[src/rtl/seg_scan_ctrl.sv]
// seg_scan_ctrl: two-digit display scan controller with blanking gap and frame-synchronous value update
module seg_scan_ctrl #(
    parameter int DIV   = 50000,
    parameter int BLANK = 16
) (
    input  logic       clk,
    input  logic       rst,
    input  logic       en,
    input  logic       load,
    input  logic [7:0] data_in,
    output logic [3:0] a1,
    output logic [3:0] a2,
    output logic       b,
    output logic [1:0] an,
    output logic       frame_tick
);
    localparam int CW = $clog2(DIV);
    localparam logic [1:0] S_IDLE  = 2'd0;
    localparam logic [1:0] S_BLANK = 2'd1;
    localparam logic [1:0] S_SHOW  = 2'd2;
    localparam logic [1:0] S_ENTRY = (BLANK == 0) ? S_SHOW : S_BLANK;
    localparam logic [CW-1:0] CNT_LAST   = CW'(DIV - 1);
    localparam logic [CW-1:0] BLANK_LAST = CW'((BLANK > 0) ? BLANK - 1 : 0);

    logic [1:0]    state, st_n;
    logic [CW-1:0] cnt, cnt_n;
    logic          b_n, frame_start;
    logic [1:0]    an_n;
    logic [7:0]    pending, shadow;

    assign a1 = shadow[7:4];
    assign a2 = shadow[3:0];

    // Next scan state; a frame starts on scan entry and on every b 0->1 slot change
    always_comb begin
        st_n        = state;
        cnt_n       = cnt + 1'b1;
        b_n         = b;
        frame_start = 1'b0;
        if (!en) begin
            st_n  = S_IDLE;
            cnt_n = '0;
            b_n   = 1'b1;
        end else begin
            case (state)
                S_IDLE: begin
                    st_n        = S_ENTRY;
                    cnt_n       = '0;
                    b_n         = 1'b1;
                    frame_start = 1'b1;
                end
                S_BLANK: st_n = (cnt == BLANK_LAST) ? S_SHOW : S_BLANK;
                S_SHOW: if (cnt == CNT_LAST) begin
                    st_n        = S_ENTRY;
                    cnt_n       = '0;
                    b_n         = ~b;
                    frame_start = ~b;
                end
                default: begin
                    st_n  = S_IDLE;
                    cnt_n = '0;
                    b_n   = 1'b1;
                end
            endcase
        end
        an_n = (st_n == S_SHOW) ? (b_n ? 2'b01 : 2'b10) : 2'b11;
    end

    // Register scan state and outputs; a load coinciding with frame start bypasses pending
    always_ff @(posedge clk or posedge rst) begin
        if (rst) begin
            state      <= S_IDLE;
            cnt        <= '0;
            b          <= 1'b1;
            an         <= 2'b11;
            frame_tick <= 1'b0;
            pending    <= '0;
            shadow     <= '0;
        end else begin
            state      <= st_n;
            cnt        <= cnt_n;
            b          <= b_n;
            an         <= an_n;
            frame_tick <= frame_start;
            if (load) pending <= data_in;
            if (frame_start) shadow <= load ? data_in : pending;
        end
    end
endmodule
[config.mk]
export PLATFORM = sky130hd
export DESIGN_NAME = seg_scan_ctrl
export DESIGN_NICKNAME = d
export VERILOG_FILES = /design/src/rtl/seg_scan_ctrl.sv
export SDC_FILE = /design/constraint.sdc
export NUM_CORES = 1
export LEC_CHECK = 0
export CAP_MARGIN = 15
export CORE_MARGIN = 2
export CORE_UTILIZATION = 49
export CTS_CLUSTER_SIZE = 40
export DETAILED_ROUTE_END_ITERATION = 8
export GPL_TIMING_DRIVEN = 0
export PLACE_DENSITY = 0.75
export SLEW_MARGIN = 40
export SYNTH_ARGS = -nofsm -noshare
export SYNTH_HDL_FRONTEND = slang
export SYNTH_SLANG_ARGS = --single-unit
[constraint.sdc]
create_clock -name clk -period 2 [get_ports clk]
set_input_delay 0.5 -clock clk [delete_from_list [all_inputs] [get_ports clk]]
set_output_delay 0.5 -clock clk [all_outputs]
set_load 0.005 [all_outputs]
== Word level (Yosys, flattened, before mapping) ==
Index checks and enable logic that the tools add are counted.

* Equality and inequality tests: 5
* Muxes and demuxes: 16
* Reductions and logical operators: 1
* Add/sub/neg operators: 1
* Bitwise logic cells: 1

{| class="wikitable"
|+ Operators with widths
! operator !! count
|-
| $mux 16 || 2
|-
| $pmux 16 s2 || 1
|-
| $add 16x1->16 const B || 1
|-
| $eq 16x16->1 const B || 1
|-
| $eq 16x4->1 const B || 1
|-
| $mux 2 || 5
|-
| $mux 8 || 1
|-
| $pmux 2 s3 || 1
|-
| $eq 2x2->1 const B || 2
|-
| $mux 1 || 4
|-
| $pmux 1 s2 || 2
|-
| $eq 2x1->1 const B || 1
|-
| $logic_not 2->1 || 1
|-
| $not 1->1 || 1
|}

* Bits of input ports: 12
* Logic and storage cells: 31
* Flip-flop bits (word level): 38

== Depth between registers and ports, before layout ==
Gate-level depths: netlist of the first run.

* Word-level depth: 6
* Gate-level depth with buffers: 8
* Depth with buffers taken out: 8

== Least setup slack after synthesis of the first run ==
OpenSTA, ideal clock, no wires.

* Path kind: reg2reg
* Start point: register cnt[0]
* End point: register shadow[0]
* Period minus slack after synthesis: 2.062 ns
* Cell stages (with the launch flop): 9
* Data required time: 1.875 ns
* Data arrival time: 1.938 ns
* Setup time: 0.125 ns
* Slack: -0.062 ns
* Cell sequence: dfrtp_1 -> ha_1 -> nand3_1 -> or3_1 -> nor4_1 -> ha_1 -> a21o_1 -> nand2_1 -> mux2_2

* Word-level cells in the longest chain between the ends: 4

{| class="wikitable"
|+ Ends and longest elaborated chain
! element !! RTL line !! source
|-
| start: declaration || 26 || <nowiki>logic [CW-1:0] cnt, cnt_n;</nowiki>
|-
| start signal: assignment || 81 || <nowiki>cnt <= cnt_n;</nowiki>
|-
| $eq 16x16->1 || 53 || <nowiki>S_SHOW: if (cnt == CNT_LAST) begin</nowiki>
|-
| $mux 1 || 53 ||
|-
| $pmux 1 s2 || 45 || <nowiki>case (state)</nowiki>
|-
| $mux 1 || 40 || <nowiki>if (!en) begin</nowiki>
|-
| end signal: assignment || 86 || <nowiki>if (frame_start) shadow <= load ? data_in : pending;</nowiki>
|-
| end: declaration || 29 || <nowiki>logic [7:0] pending, shadow;</nowiki>
|}

No other way between the ends.
A chain may end at the register's enable or synchronous reset.

== Final worst setup path of the first run ==
* Start point: register cnt[4]
* End point: register shadow[2]

Same word-level chain as after synthesis.

==> impl_metrics.yaml, run 1 <==
run_status:
  outcome: "finished with violations"
  violations: "setup timing"
grt:
  grt-ovfl-total: 0
  antenna_found_initial: 0
  track_usage_pct: 18.8
  grt_pass1_wl_um: 6090
  grt_max_degree: 39
  grt_pass1_vias: 1357
cells_and_area:
  multi_input_area_sq_um: 910
  fin_util_pct: 65.6
  layout.nets: 218
  drive_gt1_share_pct: 26.9
  area_growth_pct: 28.9
  regArea_sq_um: 958
  diodes: 0
  fin_cells: 249
  fillers: 281
  final_area_sq_mm: 0.00240
critical_path:
  endpoint_kind: "register"
  cpPeakStageDelay_ns: 0.55
  r2r-start: "cnt[4]"
  start_kind: "register"
  crit_path_start: "cnt[4]"
  crit_chain: "or4_4 > nor4_4 > ha_2 > a21o_1 > nand2_2 > mux2_2"
  crit_arrival_ns: 2.27
  worstPathRequired_ns: 2.17
  cp_slowest_cell: "or4_4"
  crit_type: "reg2reg"
  crit_fanout: 4
clocking:
  clk_latency_ns: 0.29
  clockBufferDepth: 2
  clk_pin_slew_ns: 0.07
  clock_sinks: 38
  cts_buffers: 5
  htreeDepth: 2
  cts_tree: "yes"
  root_buffer: "clkbuf_8"
place:
  hpwl_um: 2400
  globalplace.congestion: 0.768
  dpl_cell_area_sq_mm: 0.00215
  placedCellCount: 233
  numPortBuffers: 22
  dp_slack_ns: -0.230
sta:
  finalCriticalPeriod_ns: 2.10
  finalMaxSlewViolations: 0
  hold_viol_final: 0
  worst_slack_ns: -0.0984
  setup_violations: 9
  post-route-period-util_pct: 105
  relSlewSlack_pct: 57.7
  tightest_slew_ns: 0.634
  rsz0062_at_grt: "yes"
  skew_ns: 0.00552
  max_freq_mhz: 477
die:
  core_area_sq_mm: 0.00366
  ios: 24
  initial_core_util_pct: 50.9
  die_x_um: 65.7
  die_h_um: 65.7
  die_area_sq_mm: 0.00431
  num_rows: 22
synthesis:
  synth.cell_area_sq_mm: 0.00186
  synth_area_leaders: "dfrtp_1, mux2_2, xnor2_1"
  ys_types: 34
  ys_ff_latch: 38
  syn-instance-count: 163
  syn_avg_cell_area_sq_um: 11.4
  synth_top_area_share_pct: 47.0
  ys_warn_count: 0
  syn_nets: 181
  ys_seq_area_share_pct: 51.2
  synth_top_cell_by_area: "dfrtp_1"
job:
  drv_cap: 0
route:
  ant_nets: 0
  drt-total-wl_um: 3600
  first_pass_iters: 4
  initialDrtViolationCount: 49
  vias_per_cell: 5.39
  avgRoutedWirePerCell_um: 14.5
  drc: 0
  vias: 1342
pwr:
  p_per_area_mw_per_mm2: 771
  power.total_mw: 1.85
  p_leak_nw: 1.02
  max-vdd-ir-drop_uv: 368
hold_path:
  hold_start: "pending[1]"
  min_path_type: "reg2reg"
-- kinds of logic (layout without fill, tap and decap cells) --
kind of cell / count (synthesis) / count (layout) / synth area share [%]
buffers and inverters: 12 / 49 / 3.02
adder cells (fa/ha/maj): 6 / 6 / 4.03
flip-flops: 38 / 38 / 51.2
XOR/XNOR: 14 / 14 / 6.58
multiplexers: 16 / 16 / 9.67
AO/OA/AOI/OAI: 7 / 7 / 3.29
AND/OR/NAND/NOR: 70 / 71 / 22.2
-- power by group --
| part | switching [mW] | total [mW] | internal (mW) |
|---|---|---|---|
| registers | 0.0223 | 0.847 | 0.825 |
| logic | 0.0801 | 0.216 | 0.136 |
| clock network | 0.258 | 0.789 | 0.532 |
-- registers in the layout, indices dropped and copies added, names as in the netlist --
register / flops
cnt: 16
pending: 8
shadow: 8
an: 2
state: 2
b: 1
frame_tick: 1
-- path summary, 6_finish.rpt --
path | to | slack [ns] | depth (start not counted)
worst max-delay path | shadow[2] | -0.1 | 6
worst min-delay path | pending[1] | 0.50 | 1
worst max register to register | shadow[2] | -0.1 | 6
worst min register to register | pending[1] | 0.50 | 1
max in group asynchronous | cnt[10] | 0.98 | 2
min in group asynchronous | pending[1] | 0.60 | 2
-- worst max-delay path: cells and delay by family, from the launching register on --
kind / cells / cell delay (ns)
flip-flops: 1 / 0.40
AND/OR/NAND/NOR: 3 / 0.89
adder cells (fa/ha/maj): 1 / 0.21
multiplexers: 1 / 0.29
AO/OA/AOI/OAI: 1 / 0.19
-- synthesized netlist by cell type --
cell type / n
and4_1: 3
inv_1: 7
nand4_1: 5
a211oi_1: 1
or4_1: 1
nor4_1: 6
dfrtp_1: 35
a21o_1: 2
nand4_2: 1
nor3_1: 6
o2111ai_1: 1
and3_1: 6
mux2_2: 16
a22o_1: 1
xor2_1: 3
buf_2: 1
nor3b_1: 1
nor2_1: 16
nand2_1: 8
o21ai_0: 1
clkbuf_1: 1
ha_1: 6
nand3_1: 9
and4b_1: 1
buf_6: 1
nor4bb_1: 1
dfstp_2: 3
xnor2_1: 11
a21oi_4: 1
nor4_4: 1
or3_1: 1
clkbuf_2: 2
nand4_4: 1
nor2b_1: 3
-- layout make-up --
| class | instances | area share, % |
|---|---|---|
| flip-flops and latches | 38 | 39.9 |
| multi-input cells | 114 | 37.9 |
| repair buffers | 29 | 11.4 |
| clock buffers | 6 | 3.44 |
| clock inverters | 2 | 2.50 |
| well taps | 48 | 2.50 |
| plain buffers | 5 | 1.25 |
| inverters | 7 | 1.15 |
-- layer usage --
layer,up-vias,global-route usage [%],routed length (um)
met5,-,0,0
met4,0,9.64,112
met3,14,4.79,154
met2,30,31.6,1810
met1,639,22.2,1520
li1,659,-,-
-- through the flow --
| stage | hold slack (ns) | TNS (ns) |
|---|---|---|
| 4_1_cts | 0.500 | -0.284 |
| 3_3_place_gp | 0.477 | -5.63 |
| 5_1_grt | 0.513 | -1.54 |
| 3_5_place_dp | 0.484 | -2.03 |
| 6_report | 0.496 | -0.684 |
| 2_1_floorplan | 0.469 | 0 |
-- cell usage in the layout, fill, tap and decap left out, drive strengths merged --
master          n
a211oi          1
dfstp           3
nor4            7
xor2            3
o21ai           1
bufinv          2
nand2           9
nor2           16
and4b           1
buf             9
nor3            6
mux2           16
a21o            2
ha              6
clkdlybuf4s50  22
a22o            1
nand4           7
xnor2          11
and3            6
nor3b           1
dfrtp          35
or3             1
nor2b           3
and4            3
inv             6
nand3           9
o2111ai         1
nor4bb          1
clkinv          1
clkbuf          9
or4             1
a21oi           1
-- what timing repair did --
item                                    CTS  global route
gates cloned                              0             1
hold buffers                              0             0
endpoints found under the setup margin   11            11
gates resized for setup                   7             5
setup buffers                             5             2
Note: power is estimated with default switching activity, not from simulation.
==> run 2, diff against run 1 <==
--- a/config.mk
+++ b/config.mk
@@ -7,11 +7,11 @@
 export LEC_CHECK = 0
 export CAP_MARGIN = 15
 export CORE_MARGIN = 2
-export CORE_UTILIZATION = 49
+export CORE_UTILIZATION = 31
 export CTS_CLUSTER_SIZE = 40
 export DETAILED_ROUTE_END_ITERATION = 8
 export GPL_TIMING_DRIVEN = 0
-export PLACE_DENSITY = 0.75
+export SKIP_LAST_GASP = 1
 export SLEW_MARGIN = 40
 export SYNTH_ARGS = -nofsm -noshare
 export SYNTH_HDL_FRONTEND = slang
==> impl_metrics.yaml, run 2 (same netlist as run 1, synthesis figures left out) <==
sta:
  tightest_slew_ns: 0.442
  setup_violations: 9
  finalMaxSlewViolations: 0
  worst_slack_ns: -0.0833
  skew_ns: 0.00978
  finalCriticalPeriod_ns: 2.08
  post-route-period-util_pct: 104
  relSlewSlack_pct: 70.5
  rsz0062_at_grt: "yes"
  hold_viol_final: 0
  max_freq_mhz: 480
die:
  ios: 24
  die_area_sq_mm: 0.00665
  initial_core_util_pct: 31.8
  die_x_um: 81.5
  die_h_um: 81.5
  core_area_sq_mm: 0.00585
  num_rows: 28
cells_and_area:
  reg_top3: "cnt (16), pending (8), shadow (8)"
  area_growth_pct: 30.8
  top_register: "cnt"
  diodes: 0
  fin_util_pct: 41.7
  largest_reg_flops: 16
  final_cell_mix: "dfrtp_1, clkdlybuf4s50_1, mux2_2, nor2_1, xnor2_1"
  drive_gt1_share_pct: 26.1
  layout_commonest_cell: "dfrtp_1"
  fin_cells: 274
  layout.nets: 216
route:
  initialDrtViolationCount: 44
  ant_nets: 0
  drc: 0
  drt-total-wl_um: 3610
  vias_per_cell: 4.88
  first_pass_iters: 4
  vias: 1337
  avgRoutedWirePerCell_um: 13.2
clocking:
  root_buffer: "clkbuf_8"
  clk_pin_slew_ns: 0.08
  clockBufferDepth: 2
  cts.hold.buffers_added: 0
  cts_buffers: 5
  clk_latency_ns: 0.30
  htreeDepth: 2
  clock_sinks: 38
  cts_tree: "yes"
critical_path:
  r2r_cells: 6
  r2r-start: "cnt[4]"
  reg2reg_slack_ns: -0.08
  start_kind: "register"
  crit_fanout: 9
  crit_type: "reg2reg"
  crit_arrival_ns: 2.26
  endpoint_kind: "register"
  worstPathRequired_ns: 2.18
  r2r_end: "shadow[0]"
place:
  globalplace.congestion: 0.784
  placedCellCount: 261
  numPortBuffers: 22
  hpwl_um: 2420
pwr:
  p_leak_nw: 1.02
  max-vdd-ir-drop_uv: 240
  p_per_area_mw_per_mm2: 772
  power.total_mw: 1.88
run_status:
  violations: "setup timing"
  outcome: "finished with violations"
grt:
  track_usage_pct: 12.5
  grt_max_degree: 27
  grt_pass1_wl_um: 6300
  grt-ovfl-total: 0
  grt_pass1_vias: 1332
  antenna_found_initial: 0
job:
  drv_cap: 0
hold_path:
  min_path_type: "in2async"
run 2: cell types whose count changed in the layout (fill, tap and decap cells not counted):
cell,previous run,this run
buf_4,7,6
o2111ai_1,1,0
o2111ai_2,0,1
buf_12,0,1
or4_1,0,1
inv_2,0,1
or4_4,1,0
buf_2,1,0
clkinv_2,1,0
nand2_2,1,0
run 2: metrics by stage:
| stage | cell area [sq um] | setup slack, ns | hold WS [ns] | setup TNS (ns) |
|---|---|---|---|---|
| 2_1_floorplan | 1870 | 0.00837 | 0.469 | 0 |
| 3_3_place_gp | 2180 | -0.336 | 0.475 | -10.82 |
| 3_5_place_dp | 2200 | -0.361 | 0.482 | -3.49 |
| 4_1_cts | 2410 | -0.111 | 0.473 | -0.859 |
| 5_1_grt | 2440 | -0.157 | 0.485 | -1.37 |
| 6_report | 2440 | -0.0833 | 0.465 | -0.621 |
run 2: power breakdown:
group / total (mW) / internal [mW] / switching [mW] / leakage (nW)
sequential: 0.847 / 0.824 / 0.0225 / 0.476
combinational: 0.222 / 0.141 / 0.0807 / 0.471
clock: 0.813 / 0.532 / 0.281 / 0.0714
run 2: area by class of cell:
| class | instances | area, sq um |
|---|---|---|
| Buffer | 4 | 25.0 |
| Clock buffer | 6 | 82.6 |
| Clock inverter | 2 | 60.1 |
| Fill cell | 570 | 3410 |
| Inverter | 7 | 26.3 |
| Multi-Input combinational cell | 113 | 906 |
| Sequential cell | 38 | 958 |
| Tap cell | 75 | 93.8 |
| Timing Repair Buffer | 29 | 285 |
run 2: what timing repair did:
| item | CTS | global route |
|---|---|---|
| buffers inserted | 5 | 1 |
| gates cloned | 0 | 0 |
| pin swaps | 6 | 1 |
| resized for setup | 9 | 3 |
| setup endpoints to repair | 12 | 11 |
| endpoints found under the hold margin | 0 | 0 |
run 2: layer usage:
metal  global-route usage [%]  wire length (um)  part of all wire [%]  vias up
li1                         -                 -                     -      647
met1                     15.4              1700                    47      649
met2                     20.2              1610                    45       32
met3                     3.96               235                   6.5        9
met4                     5.08                68                   1.9        0
met5                        0                 0                     0        -
run 2: worst max path at each step:
| stage | start | end | slack, ns | cells past startpoint |
|---|---|---|---|---|
| 2_1_floorplan | cnt[0] | shadow[0] | 0.008 | 8 |
| 3_3_place_gp | cnt[0] | shadow[0] | -0.34 | 8 |
| 3_5_place_dp | cnt[0] | shadow[0] | -0.36 | 8 |
| 4_1_cts | cnt[0] | shadow[0] | -0.11 | 8 |
| 5_1_grt | cnt[0] | shadow[4] | -0.16 | 8 |
| 6_report | cnt[4] | shadow[0] | -0.08 | 6 |
run 2: worst max-delay path: stages (launching register included):
cell and delay [ns]:
dfrtp_2 0.46, or4_1 0.58, nor4_4 0.17, ha_2 0.21, a21o_1 0.15, nand2_4 0.11
mux2_2 0.30
==> run 3, diff against run 2 <==
==> constraint.sdc (replaced) <==
create_clock -name clk -period 2.53 [get_ports clk]
set_input_delay 0.6325 -clock clk [delete_from_list [all_inputs] [get_ports clk]]
set_output_delay 0.6325 -clock clk [all_outputs]
set_load 0.005 [all_outputs]
==> impl_metrics.yaml, run 3 (same netlist as run 1, synthesis figures left out) <==
sta:
  finalCriticalPeriod_ns: 2.29
  max_freq_mhz: 437
  setup_tns_ns: 0
  skew_ns: 0.00331
  relSlewSlack_pct: 69.8
  rsz0062_at_grt: "no"
  setup_violations: 0
  post-route-period-util_pct: 90.4
  tightest_slew_ns: 0.453
  finalMaxSlewViolations: 0
  hold_viol_final: 0
  worst_slack_ns: 0.243
die:
  ios: 24
  die_area_sq_mm: 0.00665
  initial_core_util_pct: 31.8
  core_area_sq_mm: 0.00585
  num_rows: 28
  die_h_um: 81.5
  die_x_um: 81.5
clocking:
  cts_setup_buffers: 0
  cts_buffers: 5
  clock_sinks: 38
  htreeDepth: 2
  clk_latency_ns: 0.30
  root_buffer: "clkbuf_8"
  cts_tree: "yes"
  clockBufferDepth: 2
  clk_pin_slew_ns: 0.08
cells_and_area:
  layout.nets: 211
  top_register: "cnt"
  fin_util_pct: 39.8
  diodes: 0
  area_growth_pct: 24.9
  largest_reg_flops: 16
  reg_top3: "cnt (16), pending (8), shadow (8)"
  final_cell_mix: "dfrtp_1, clkdlybuf4s50_1, mux2_2, nor2_1, xnor2_1"
  layout_commonest_cell: "dfrtp_1"
  drive_gt1_share_pct: 20.1
  fillers: 573
  final_area_sq_mm: 0.00233
  fin_cells: 269
pwr:
  p_int_mw: 1.05
  p_leak_nw: 0.980
  p_seq_share_pct: 49.4
  max-vdd-ir-drop_uv: 226
  p_per_area_mw_per_mm2: 584
  sw_frac_of_total_pct: 22.4
  power.switching_mw: 0.304
  share_comb_of_total_power_pct: 12.5
  power_frac_clock_pct: 38.1
critical_path:
  r2r-start: "cnt[0]"
  endpoint_kind: "register"
  crit_type: "reg2reg"
  start_kind: "register"
  crit_fanout: 9
  crit_arrival_ns: 2.47
  worstPathRequired_ns: 2.72
  crit_path_start: "cnt[0]"
grt:
  grt_max_degree: 22
  antenna_found_initial: 0
  grt_pass1_vias: 1266
  track_usage_pct: 11.9
  grt-ovfl-total: 0
  grt_pass1_wl_um: 6000
route:
  drc: 0
  vias_per_cell: 4.79
  ant_nets: 0
  avgRoutedWirePerCell_um: 13.0
  drt-total-wl_um: 3500
  initialDrtViolationCount: 61
  first_pass_iters: 4
  vias: 1289
hold_path:
  min_path_type: "reg2reg"
  hold_start: "pending[6]"
run_status:
  outcome: "finished, final reports clean"
place:
  hpwl_um: 2530
  globalplace.congestion: 0.802
  placedCellCount: 261
  numPortBuffers: 22
  dpl_cell_area_sq_mm: 0.00220
  dp_slack_ns: 0.0726
job:
  drv_cap: 0
==> run 3: cell types whose count changed in the layout (fill, tap and decap cells not counted), moves of 2 or more <==
cell,before,now
clkinvlp_4,0,2
dfrtp_1,32,35
dfrtp_2,3,0
ha_1,4,6
buf_4,6,0
==> run 3: path summary, 6_finish.rpt <==
check | endpoint | slack [ns] | depth (start not counted)
worst max-delay path | shadow[7] | 0.24 | 8
worst min-delay path | pending[6] | 0.49 | 1
worst max register to register | shadow[7] | 0.24 | 8
worst min register to register | pending[6] | 0.49 | 1
max in group asynchronous | an[1] | 1.36 | 3
min in group asynchronous | shadow[0] | 0.64 | 2
==> run 3: critical path, cell delays in order, from the launching register on <==
cell and delay [ns]:
dfrtp_1 0.42, ha_1 0.29, nand3_1 0.13, or3_1 0.36, nor4_2 0.21, ha_1 0.20
a21o_1 0.12, nand2_2 0.15, mux2_2 0.31
==> run 3: final cells by class <==
| type | instances | area, sq um | area share, % |
|---|---|---|---|
| sequential | 38 | 955 | 41.0 |
| multi-input combinational | 113 | 861 | 37.0 |
| timing repair buffer | 23 | 248 | 10.6 |
| tap | 75 | 93.8 | 4.03 |
| clock buffer | 5 | 68.8 | 2.96 |
| clock inverter | 3 | 45.0 | 1.94 |
| buffer | 5 | 30.0 | 1.29 |
| inverter | 7 | 26.3 | 1.13 |
==> run 3: layer usage <==
metal / vias up / routed length [um] / track usage (%)
li1: 642 / - / -
met1: 613 / 1650 / 15.3
met2: 27 / 1590 / 18.6
met3: 7 / 212 / 2.97
met4: 0 / 53 / 5.59
met5: - / 0 / 0
==> run 3: per-stage QoR <==
| step | total power, mW | hold slack (ns) |
|---|---|---|
| finish | 1.36 | 0.494 |
| detailed placement | 0.857 | 0.482 |
| global route | 1.43 | 0.512 |
| floorplan | 0.757 | 0.469 |
| CTS | 1.38 | 0.501 |
| global placement | 0.846 | 0.476 |
==> run 3: power by group through the flow <==
stage                     Clock (mW)  Combinational, mW  Sequential [mW]
final                          0.518              0.169            0.671
after global routing           0.565              0.187            0.676
after CTS                      0.538              0.174            0.671
after detailed placement           0              0.173            0.683
after global placement             0              0.164            0.682
after floorplan                    0             0.0740            0.683
==> run 3: what timing repair did <==
action                                  4_1_cts  5_1_grt
endpoints found under the setup margin        0        8
hold buffers                                  0        0
gates resized for setup                       0        2
